**src/rtl/cus43_tile_shifter_if.sv**
```systemverilog
// Tile shifter bus: generator load strobes, ROM data, CPU latch writes and resolved pixel outputs.
// Handshake: HA2/HB2 are single-cycle load strobes; data is presented with the strobe and never stalled.
interface cus43_tile_shifter_if #(
  parameter int PIX_BITS     = 3,
  parameter int COL_BITS     = 6,
  parameter int PIX_PER_LOAD = 4
);
  logic                              HSYNC;
  logic                              HA2;
  logic                              HB2;
  logic [PIX_BITS*PIX_PER_LOAD-1:0]  GD;
  logic [COL_BITS-1:0]               ATTR;
  logic                              LATCH;
  logic [2:0]                        CA;
  logic [7:0]                        CD;
  logic                              FLIP;
  logic [COL_BITS+PIX_BITS-1:0]      PIX_OUT;
  logic [2:0]                        PRI_OUT;
  logic                              OPAQUE;
  logic                              OVERRUN;
  // Per-layer FSM state, bit 0 = layer A, bit 1 = layer B; 1 = SHIFTING.
  logic [1:0]                        dbg_state;

  modport master (
    output HSYNC, HA2, HB2, GD, ATTR, LATCH, CA, CD, FLIP,
    input  PIX_OUT, PRI_OUT, OPAQUE, OVERRUN, dbg_state
  );

  modport slave (
    input  HSYNC, HA2, HB2, GD, ATTR, LATCH, CA, CD, FLIP,
    output PIX_OUT, PRI_OUT, OPAQUE, OVERRUN, dbg_state
  );
endinterface

```
**src/rtl/cus43_tile_shifter.sv**
```systemverilog
// Two-layer tile pixel shifter with hold buffers and priority resolve.
// Optional macro CUS43_FLIP_EN: FLIP=1 reverses pixel order within each load.
module cus43_tile_shifter #(
  parameter int PIX_BITS     = 3,
  parameter int COL_BITS     = 6,
  parameter int PIX_PER_LOAD = 4,
  parameter int TRANSPARENT  = 7
) (
  input  logic               CLK_6M,
  input  logic               RST,
  cus43_tile_shifter_if.slave bus
);
  localparam int GD_W   = PIX_BITS * PIX_PER_LOAD;
  localparam int HOLD_W = GD_W + COL_BITS;
  localparam int IDX_W  = $clog2(PIX_PER_LOAD);
  localparam logic [IDX_W-1:0]    IDX_LAST = IDX_W'(PIX_PER_LOAD - 1);
  localparam logic [PIX_BITS-1:0] PIX_TR   = PIX_BITS'(TRANSPARENT);

  typedef enum logic {EMPTY = 1'b0, SHIFTING = 1'b1} state_e;

  state_e              state_q   [2];
  state_e              state_d   [2];
  logic [HOLD_W-1:0]   hold_q    [2];
  logic [HOLD_W-1:0]   hold_d    [2];
  logic                hold_vld_q[2];
  logic                hold_vld_d[2];
  logic [HOLD_W-1:0]   shift_q   [2];
  logic [HOLD_W-1:0]   shift_d   [2];
  logic [IDX_W-1:0]    idx_q     [2];
  logic [IDX_W-1:0]    idx_d     [2];
  logic                flip_q    [2];
  logic                flip_d    [2];
  logic [2:0]          pri_q     [2];
  logic [2:0]          pri_d     [2];
  logic                load      [2];
  logic [IDX_W-1:0]    sel       [2];
  logic [PIX_BITS-1:0] lay_pix   [2];
  logic [COL_BITS-1:0] lay_col   [2];

  logic                         hsync_q;
  logic                         overrun_q, overrun_d;
  logic [COL_BITS+PIX_BITS-1:0] pix_q, pix_d;
  logic [2:0]                   pri_out_q, pri_out_d;
  logic                         opaque_q, opaque_d;

  logic [1:0]        strobe;
  logic [HOLD_W-1:0] incoming;
  logic              hsync_rise;

  assign strobe     = {bus.HB2, bus.HA2};
  assign incoming   = {bus.GD, bus.ATTR};
  assign hsync_rise = bus.HSYNC & ~hsync_q;

`ifndef CUS43_FLIP_EN
  logic unused_flip;
  assign unused_flip = bus.FLIP;
`endif

  always_comb begin
    overrun_d = overrun_q;
    for (int l = 0; l < 2; l++) begin
      state_d[l]    = state_q[l];
      hold_d[l]     = hold_q[l];
      hold_vld_d[l] = hold_vld_q[l];
      shift_d[l]    = shift_q[l];
      idx_d[l]      = idx_q[l];
      flip_d[l]     = flip_q[l];
      pri_d[l]      = pri_q[l];
      load[l]       = 1'b0;

      if (bus.LATCH && bus.CA[1:0] == 2'b01 && bus.CA[2] == 1'(l))
        pri_d[l] = bus.CD[3:1];

      if (hsync_rise) begin
        // Line flush: held data is discarded on purpose, so it is not an overrun.
        state_d[l]    = EMPTY;
        idx_d[l]      = '0;
        hold_vld_d[l] = strobe[l];
        if (strobe[l]) hold_d[l] = incoming;
      end else begin
        case (state_q[l])
          EMPTY:    load[l] = hold_vld_q[l];
          SHIFTING: begin
            if (idx_q[l] == IDX_LAST) begin
              load[l] = hold_vld_q[l] | strobe[l];
              if (!load[l]) begin
                state_d[l] = EMPTY;
                idx_d[l]   = '0;
              end
            end else begin
              idx_d[l] = idx_q[l] + 1'b1;
            end
          end
          default:  state_d[l] = EMPTY;
        endcase

        if (load[l]) begin
          // A strobe on the transfer edge bypasses the hold register.
          shift_d[l]    = strobe[l] ? incoming : hold_q[l];
          idx_d[l]      = '0;
          state_d[l]    = SHIFTING;
          hold_vld_d[l] = 1'b0;
`ifdef CUS43_FLIP_EN
          flip_d[l]     = bus.FLIP;
`else
          flip_d[l]     = 1'b0;
`endif
        end else if (strobe[l]) begin
          hold_d[l]     = incoming;
          hold_vld_d[l] = 1'b1;
          if (hold_vld_q[l]) overrun_d = 1'b1;
        end
      end

      sel[l] = flip_q[l] ? ~idx_q[l] : idx_q[l];
      if (state_q[l] == SHIFTING) begin
        lay_pix[l] = shift_q[l][COL_BITS + int'(sel[l]) * PIX_BITS +: PIX_BITS];
        lay_col[l] = shift_q[l][COL_BITS-1:0];
      end else begin
        lay_pix[l] = PIX_TR;
        lay_col[l] = '0;
      end
    end
  end

  logic op_a, op_b, win_b;

  always_comb begin
    op_a  = lay_pix[0] != PIX_TR;
    op_b  = lay_pix[1] != PIX_TR;
    win_b = 1'b0;
    if (op_a && op_b)  win_b = pri_q[1] > pri_q[0];
    else if (op_b)     win_b = 1'b1;
    pix_d     = win_b ? {lay_col[1], lay_pix[1]} : {lay_col[0], lay_pix[0]};
    pri_out_d = win_b ? pri_q[1] : pri_q[0];
    opaque_d  = op_a | op_b;
  end

  always_ff @(posedge CLK_6M or posedge RST) begin
    if (RST) begin
      hsync_q   <= 1'b0;
      overrun_q <= 1'b0;
      pix_q     <= '0;
      pri_out_q <= '0;
      opaque_q  <= 1'b0;
      for (int l = 0; l < 2; l++) begin
        state_q[l]    <= EMPTY;
        hold_q[l]     <= '0;
        hold_vld_q[l] <= 1'b0;
        shift_q[l]    <= '0;
        idx_q[l]      <= '0;
        flip_q[l]     <= 1'b0;
        pri_q[l]      <= '0;
      end
    end else begin
      hsync_q   <= bus.HSYNC;
      overrun_q <= overrun_d;
      pix_q     <= pix_d;
      pri_out_q <= pri_out_d;
      opaque_q  <= opaque_d;
      for (int l = 0; l < 2; l++) begin
        state_q[l]    <= state_d[l];
        hold_q[l]     <= hold_d[l];
        hold_vld_q[l] <= hold_vld_d[l];
        shift_q[l]    <= shift_d[l];
        idx_q[l]      <= idx_d[l];
        flip_q[l]     <= flip_d[l];
        pri_q[l]      <= pri_d[l];
      end
    end
  end

  assign bus.PIX_OUT   = pix_q;
  assign bus.PRI_OUT   = pri_out_q;
  assign bus.OPAQUE    = opaque_q;
  assign bus.OVERRUN   = overrun_q;
  assign bus.dbg_state = {state_q[1] == SHIFTING, state_q[0] == SHIFTING};
endmodule

```
**src/flat_wrapper.sv**
```systemverilog
// flat-port wrapper written by rule: the top's interface ports become plain ports
module cus43_tile_shifter_flat 
#(
  parameter int PIX_BITS     = 3,
  parameter int COL_BITS     = 6,
  parameter int PIX_PER_LOAD = 4,
  parameter int TRANSPARENT  = 7
)
  (CLK_6M, RST, bus_HSYNC, bus_HA2, bus_HB2, bus_GD, bus_ATTR, bus_LATCH, bus_CA, bus_CD, bus_FLIP, bus_PIX_OUT, bus_PRI_OUT, bus_OPAQUE, bus_OVERRUN, bus_dbg_state);
  cus43_tile_shifter_if #(.PIX_BITS(PIX_BITS), .COL_BITS(COL_BITS), .PIX_PER_LOAD(PIX_PER_LOAD)) bus_i ();
  input  logic CLK_6M;
  input  logic RST;
  input wire logic [$bits(bus_i.HSYNC)-1:0] bus_HSYNC;
  input wire logic [$bits(bus_i.HA2)-1:0] bus_HA2;
  input wire logic [$bits(bus_i.HB2)-1:0] bus_HB2;
  input wire logic [$bits(bus_i.GD)-1:0] bus_GD;
  input wire logic [$bits(bus_i.ATTR)-1:0] bus_ATTR;
  input wire logic [$bits(bus_i.LATCH)-1:0] bus_LATCH;
  input wire logic [$bits(bus_i.CA)-1:0] bus_CA;
  input wire logic [$bits(bus_i.CD)-1:0] bus_CD;
  input wire logic [$bits(bus_i.FLIP)-1:0] bus_FLIP;
  output wire logic [$bits(bus_i.PIX_OUT)-1:0] bus_PIX_OUT;
  output wire logic [$bits(bus_i.PRI_OUT)-1:0] bus_PRI_OUT;
  output wire logic [$bits(bus_i.OPAQUE)-1:0] bus_OPAQUE;
  output wire logic [$bits(bus_i.OVERRUN)-1:0] bus_OVERRUN;
  output wire logic [$bits(bus_i.dbg_state)-1:0] bus_dbg_state;
  assign bus_i.HSYNC = bus_HSYNC;
  assign bus_i.HA2 = bus_HA2;
  assign bus_i.HB2 = bus_HB2;
  assign bus_i.GD = bus_GD;
  assign bus_i.ATTR = bus_ATTR;
  assign bus_i.LATCH = bus_LATCH;
  assign bus_i.CA = bus_CA;
  assign bus_i.CD = bus_CD;
  assign bus_i.FLIP = bus_FLIP;
  assign bus_PIX_OUT = bus_i.PIX_OUT;
  assign bus_PRI_OUT = bus_i.PRI_OUT;
  assign bus_OPAQUE = bus_i.OPAQUE;
  assign bus_OVERRUN = bus_i.OVERRUN;
  assign bus_dbg_state = bus_i.dbg_state;
  cus43_tile_shifter #(.PIX_BITS(PIX_BITS), .COL_BITS(COL_BITS), .PIX_PER_LOAD(PIX_PER_LOAD), .TRANSPARENT(TRANSPARENT)) u_core (.CLK_6M(CLK_6M), .RST(RST), .bus(bus_i));
endmodule
```
**config.mk**
```make
export PLATFORM = sky130hd
export DESIGN_NAME = cus43_tile_shifter_flat
export DESIGN_NICKNAME = d
export VERILOG_FILES = /design/src/rtl/cus43_tile_shifter_if.sv /design/src/rtl/cus43_tile_shifter.sv /design/src/flat_wrapper.sv
export SDC_FILE = /design/constraint.sdc
export NUM_CORES = 1
export LEC_CHECK = 0
export ABC_AREA = 1
export CAP_MARGIN = 40
export CORE_ASPECT_RATIO = 0.7
export CORE_MARGIN = 1.5
export CORE_UTILIZATION = 51
export DETAILED_ROUTE_END_ITERATION = 12
export GPL_ROUTABILITY_DRIVEN = 0
export PLACE_DENSITY = 0.72
export SETUP_SLACK_MARGIN = 0.5
export SYNTH_ARGS = -nofsm -noshare
export SYNTH_HDL_FRONTEND = slang
export SYNTH_SLANG_ARGS = --single-unit
```
**constraint.sdc**
```tcl
create_clock -name CLK_6M -period 3.7 [get_ports CLK_6M]
set_clock_uncertainty 0.15 [all_clocks]
set_input_delay 0.37 -clock CLK_6M [delete_from_list [all_inputs] [get_ports CLK_6M]]
set_output_delay 0.37 -clock CLK_6M [all_outputs]
set_load 0.02 [all_outputs]
```
# After elaboration in Yosys (flattened, before gate mapping)

Cells that the tools add are included.

Input port bits: 36
Flip-flop bits (word level): 101
Output and inout port bits: 16
Logic and storage cells: 110

Multiply operators: 2
Bitwise logic cells: 9
Eq/ne operators: 9
Mux-type cells: 54
Add/subtract/negate cells: 4
Shift operators: 2
Magnitude comparators: 1
Reductions and logical operators: 12

Operators with widths:

| kind                                                               | number |
|---|---|
| 18-bit two-way mux                                                 | 6 |
| 4-bit by 32-bit adder with 32-bit output, first input constant     | 2 |
| 18-bit by 32-bit variable part select with 3-bit output            | 2 |
| 1-bit two-way mux                                                  | 30 |
| 2-bit two-way mux                                                  | 10 |
| 6-bit two-way mux                                                  | 2 |
| 3-bit nonzero test                                                 | 4 |
| 3-bit two-way mux                                                  | 3 |
| 9-bit two-way mux                                                  | 1 |
| 2-bit by 2-bit multiplier with 4-bit output, second input constant | 2 |
| 4-bit by 3-bit != test with 1-bit output, second input constant    | 2 |
| 2-bit AND reduction                                                | 4 |
| 3-bit != test, second input constant                               | 2 |
| 1-bit NOT                                                          | 5 |
| 2-bit by 1-bit adder with 2-bit output, second input constant      | 2 |
| 2-bit == test, second input constant                               | 2 |
| 1-bit logical AND                                                  | 4 |
| 2-bit by 1-bit != test with 1-bit output, second input constant    | 2 |
| 1-bit case mux with 2 select lines                                 | 2 |
| 3-bit > comparator                                                 | 1 |
| 1-bit OR                                                           | 3 |
| 2-bit by 1-bit == test with 1-bit output, second input constant    | 1 |
| 1-bit bitwise AND                                                  | 1 |

# Logic depth before layout (Yosys ltp)

Depth after elaboration: 10
Depth in mapped cells: 18
Depth with buffers taken out: 14

# Worst setup path after synthesis

Ideal clock, no wire load.

Path kind: reg-to-reg
Start point: register u_core.idx_q[2] in the netlist's numbering
End point: register u_core.pri_out_q[0], in the netlist u_core.bus.PRI_OUT[0]
Clock period less this slack: 2.422 ns
Required time: 3.434 ns
Data arrival time: 2.155 ns
Library setup time: 0.116 ns
Path buffers: 4
Slack: 1.278 ns
Cell stages (with the launch flop): 19
Cell sequence: dfrtp_1 > buf_6 > inv_2 > buf_6 > ha_1 > inv_2 > buf_2 > nand3_1 > nand3_1 > nand3_1 > nand2_1 > nand2_1 > nand2_1 > nand3_1 > nand2_2 > nand2_2 > buf_6 > nand2_1 > nand2_1

Word-level cells in the longest chain between the ends: 8

Ends and longest elaborated chain:

| item                                                    | RTL line                  | source |
|---|---|---|
| from (decl)                                             | cus43_tile_shifter.sv:29  | `logic [IDX_W-1:0] idx_q [2];` |
| from (signal, indexed assignment)                       | cus43_tile_shifter.sv:166 | `idx_q[l] <= idx_d[l];` |
| 2-bit by 2-bit multiplier with 4-bit output             | cus43_tile_shifter.sv:117 | `lay_pix[l] = shift_q[l][COL_BITS + int'(sel[l]) * PIX_BITS +: PIX_BITS];` |
| 4-bit by 32-bit adder with 32-bit output                | cus43_tile_shifter.sv:117 |  |
| 18-bit by 32-bit variable part select with 3-bit output | cus43_tile_shifter.sv:117 |  |
| 3-bit two-way mux                                       | cus43_tile_shifter.sv:116 | `if (state_q[l] == SHIFTING) begin` |
| 3-bit != test                                           | cus43_tile_shifter.sv:129 | `op_a = lay_pix[0] != PIX_TR;` |
| 1-bit logical AND                                       | cus43_tile_shifter.sv:132 | `if (op_a && op_b) win_b = pri_q[1] > pri_q[0];` |
| 1-bit two-way mux                                       | cus43_tile_shifter.sv:132 |  |
| 3-bit two-way mux                                       | cus43_tile_shifter.sv:135 | `pri_out_d = win_b ? pri_q[1] : pri_q[0];` |
| net u_core.pri_out_d[0]                                 | cus43_tile_shifter.sv:43  | `logic [2:0] pri_out_q, pri_out_d;` |
| to (signal assigned)                                    | cus43_tile_shifter.sv:159 | `pri_out_q <= pri_out_d;` |
| to (decl)                                               | cus43_tile_shifter.sv:43  |  |

The timed path passes the listed nets, and every way through them passes these cells.
A chain may end at the register's enable or synchronous reset.

# Worst setup path in the final report

Start point: register u_core.idx_q[2] in the netlist's numbering
End point: register u_core.pix_q[2], in the netlist u_core.bus.PIX_OUT[2]

Word-level cells in the longest chain between the ends: 8

Ends and longest elaborated chain:

| item                                                      | RTL line                  | source |
|---|---|---|
| 2-bit by 2-bit multiplier with 4-bit output *             | cus43_tile_shifter.sv:117 |  |
| 4-bit by 32-bit adder with 32-bit output *                | cus43_tile_shifter.sv:117 |  |
| 18-bit by 32-bit variable part select with 3-bit output * | cus43_tile_shifter.sv:117 |  |
| 3-bit two-way mux *                                       | cus43_tile_shifter.sv:116 |  |
| 3-bit != test                                             | cus43_tile_shifter.sv:129 |  |
| 1-bit logical AND                                         | cus43_tile_shifter.sv:132 |  |
| 1-bit two-way mux                                         | cus43_tile_shifter.sv:132 |  |
| 9-bit two-way mux *                                       | cus43_tile_shifter.sv:134 | `pix_d = win_b ? {lay_col[1], lay_pix[1]} : {lay_col[0], lay_pix[0]};` |
| net u_core.pix_d[2]                                       | cus43_tile_shifter.sv:42  | `logic [COL_BITS+PIX_BITS-1:0] pix_q, pix_d;` |
| to (signal assigned)                                      | cus43_tile_shifter.sv:158 | `pix_q <= pix_d;` |
| to (decl)                                                 | cus43_tile_shifter.sv:42  |  |

The timed path passes the listed nets; every way through them passes the cells marked *.

==> summary.md <==
| Metric | Value |
|---|---|
| Area leader, netlist | dfrtp_1 |
| Final Cycle Share | 0.7974 |
| Die area | 11580 µm² |
| WP data arrival | 3030 ps |
| Final number of max-transition violations | 0 |
| Status | completed |
| Crit start category | flip-flop |
| Setup violators final | 0 |
| Global-route wire length before repair | 22270 µm |
| Syn Nets | 815 |
| Area share of the largest cell type after synthesis | 0.4532 |
| RSZ-0062 raised after global routing | no |
| Share of cells above drive strength 1 | 0.04660 |
| Core region area | 10470 µm² |
| Post-place setup slack | 719.3 ps |
| Finished Core Util | 0.6055 |
| Part of the power in registers | 0.323 |
| GRT Max-Usage Layer | met1 |
| Crit path capture | u_core.bus.PIX_OUT[2]$_DFF_PP0_ |
| Setup Crit Path Kind | flip-flop to flip-flop |
| Overall routed net length | 12810 µm |
| Logic gate share of total power | 0.500 |
| Chip Width | 128.0 µm |
| Reg2reg end | u_core.bus.PIX_OUT[2]$_DFF_PP0_ |
| Fmax | 338.9 MHz |
| Synthesis-to-layout area growth | 13.71% |
| Top cells by area, synth | dfrtp_1 (45%), nand2_1 (17%), o21ai_0 (10%) |
| Initial Util | 0.5325 |
| Post-synth cell types | 26 |
| Power Dens Cells | 860.8 nW/µm² |
| Top-count cell post-synth | nand2_1 |
| Post-synth ARST share | 1.000 |
| I/O pin count | 52 |
| Crit end category | flip-flop |
| Int Power | 3.012 mW |
| Switch Pwr | 2.447 mW |
| Sw Ratio | 0.4483 |
| Worst reg-to-reg setup slack | 750 ps |
| Residual DRC | 0 |
| Grt ovf | 0 |
| Initial antenna violation count | 0 |
| P_leak | 3.190 nW |
| Antenna Cells | 0 |
| Post-Syn Area | 5577 µm² |
| Num rows | 31 |
| Reg clk slew, reported paths | 60 ps |
| Total global routing track utilization | 0.2389 |
| Setup WS post-layout | 749.4 ps |
| IR drop worst, VDD | 0.0003866 V |
| Worst r2r path cells | 14 |
| CP Launch Point | u_core.idx_q[2]$_DFFE_PP0P_ |
| Avg Cell Area, Syn | 7.299 µm² |
| Commonest cells in the netlist | nand2_1 (254), o21ai_0 (112), dfrtp_1 (101), inv_1 (101), nand3_1 (84) |
| Post-route ant nets | 0 |
| Main synth FF type | dfrtp_1 |
| Slew HR | 0.5232 |
| Vias per cell | 5.351 |
| Largest net degree at the start of global routing | 58 |
| YS warnings | 0 |
| Worst-margin pin slew | 715.3 ps |
| CTS Buf Count | 9 |
| Seq/Total Area, Yosys | 0.4532 |
| Postcts setup bufs | 0 |
| Met3 usage | 0.05095 |
| Crit path max fanout | 21 |
| Worst min path class | input port to async pin |
| Final min period | 2951 ps |
| Number of synthesized flops with an enable pin | 0 |
| Htree depth | 3 |
| Tot Pwr | 5.459 mW |
| Skew-Pair Late Insertion Delay | 350 ps |
| Total negative slack | 0 ps |
| Clock Power Share | 0.177 |
| Met1 Use GR | 0.3621 |
| Post-DP HPWL | 9100 µm |
| Via count | 4955 |
| Synth Register Bits | 101 |
| Post-synthesis cell count | 764 |
| Final net count | 841 |
| Vias in the first global route | 4601 |
| CTS root buf | clkbuf_16 |
| Fin. Hold Viols | 0 |
| CTS tree | built |
| DRT Pass-1 Iters | 5 |
| Die height | 90.49 µm |
| CTS Hold Buffers Added | 0 |
| DRT iter0 DRCs | 542 |
| GRT met2 Usage | 0.3418 |
| Max-cap violations | 0 |
| CTS Sinks | 101 |
| Avg WL per Cell | 13.83 µm |
| CTS max path bufs | 2 |
| Reg2reg start | u_core.idx_q[2]$_DFFE_PP0P_ |
| Req. time, crit path | 3780 ps |
| Port bufs | 45 |
==> per-stage QoR <==
stage | area (µm²) | instances | hold slack (ps)
2_1_floorplan | 5577 | 764 | 251.4
3_3_place_gp | 6035 | 911 | 343.9
3_5_place_dp | 6035 | 911 | 344.9
4_1_cts | 6336 | 926 | 365.3
5_1_grt | 6341 | 926 | 379.9
6_report | 6341 | 926 | 337.4
==> cells in the final DEF (no fill, tap or decap), types with 3 or more instances in the layout <==
cell type        instances
nand2_1                254
o21ai_0                111
dfrtp_1                101
inv_1                  100
nand3_1                 84
clkdlybuf4s50_1         45
ha_1                    13
o21ai_1                 11
nor2_1                  10
o211ai_1                10
clkbuf_16                9
a21oi_1                  8
buf_4                    8
inv_2                    6
nand2_2                  3
==> logic make-up (layout without fill, tap and decap cells) <==
group                      after synthesis  after routing  synth area share
and+or+nand+nor                        358            358            0.2645
AOI/OAI and AO/OA                      145            145            0.1371
buffers and inverters                  145            175            0.1115
DFF                                    101            101            0.4532
adders and majority gates               15             15           0.03365
==> layout make-up <==
cell class / instances / area [µm²]
Multi-Input combinational cell: 518 / 2432
Tap cell: 132 / 165.2
Clock inverter: 3 / 45.04
Sequential cell: 101 / 2527
Timing Repair Buffer: 53 / 510.5
Inverter: 107 / 404.1
Clock buffer: 12 / 256.5
Fill cell: 975 / 4131
==> state kept, by name (all words and copies together) (netlist names) <==
register and flops:
u_core.bus.OVERRUN 1, u_core.pri_q 6, u_core.idx_q 4, u_core.bus.dbg_state 2
u_core.shift_q 36, u_core.bus.OPAQUE 1, u_core.hold_q 36, u_core.bus.PIX_OUT 9
u_core.hold_vld_q 2, u_core.bus.PRI_OUT 3, u_core.hsync_q 1
==> how the worst min path moves through the flow <==
stage          slack [ps]                           start                              end
2_1_floorplan         250                       bus_HSYNC         u_core.hsync_q$_DFF_PP0_
3_3_place_gp          340   u_core.shift_q[9]$_DFFE_PP0P_    u_core.shift_q[9]$_DFFE_PP0P_
3_5_place_dp          340     u_core.pri_q[4]$_DFFE_PP0P_  u_core.bus.PRI_OUT[1]$_DFF_PP0_
4_1_cts               370  u_core.shift_q[35]$_DFFE_PP0P_   u_core.shift_q[35]$_DFFE_PP0P_
5_1_grt               380                       bus_HSYNC         u_core.hsync_q$_DFF_PP0_
6_report              340                             RST    u_core.hold_q[20]$_DFFE_PP0N_
==> worst max-delay path: stages, from the launching register on <==
cell and delay (ps):
dfrtp_1 390, inv_2 300, ha_2 460, inv_2 240
nand3_1 110, nand3_1 90, nand3_1 80, nand2_1 100
nand2_1 60, nand2_1 130, nand3_1 130, nand2_2 220
nand2_2 210, nand2_1 110, nand2_1 60
==> layer usage <==
layer  share of wire  vias up
li1                -     2472
met1            0.52     2323
met2            0.42      141
met3           0.049       19
met4           0.017        0
met5               0        -
==> timing repair <==
item / CTS / global route
setup endpoints to repair: 0 / 12
gates resized for setup: 0 / 3
endpoints found under the hold margin: 0 / 0
==> power by group through the flow <==
| stage | Clock (mW) | Combinational (mW) | Sequential (mW) |
|---|---|---|---|
| floorplan | 0 | 2.10 | 1.79 |
| global placement | 0 | 2.59 | 1.76 |
| detailed placement | 0 | 2.67 | 1.78 |
| finish | 0.967 | 2.73 | 1.76 |
| global route | 1.02 | 3.13 | 1.81 |
| CTS | 0.983 | 2.69 | 1.76 |
Power figures use the tool's default switching activity.
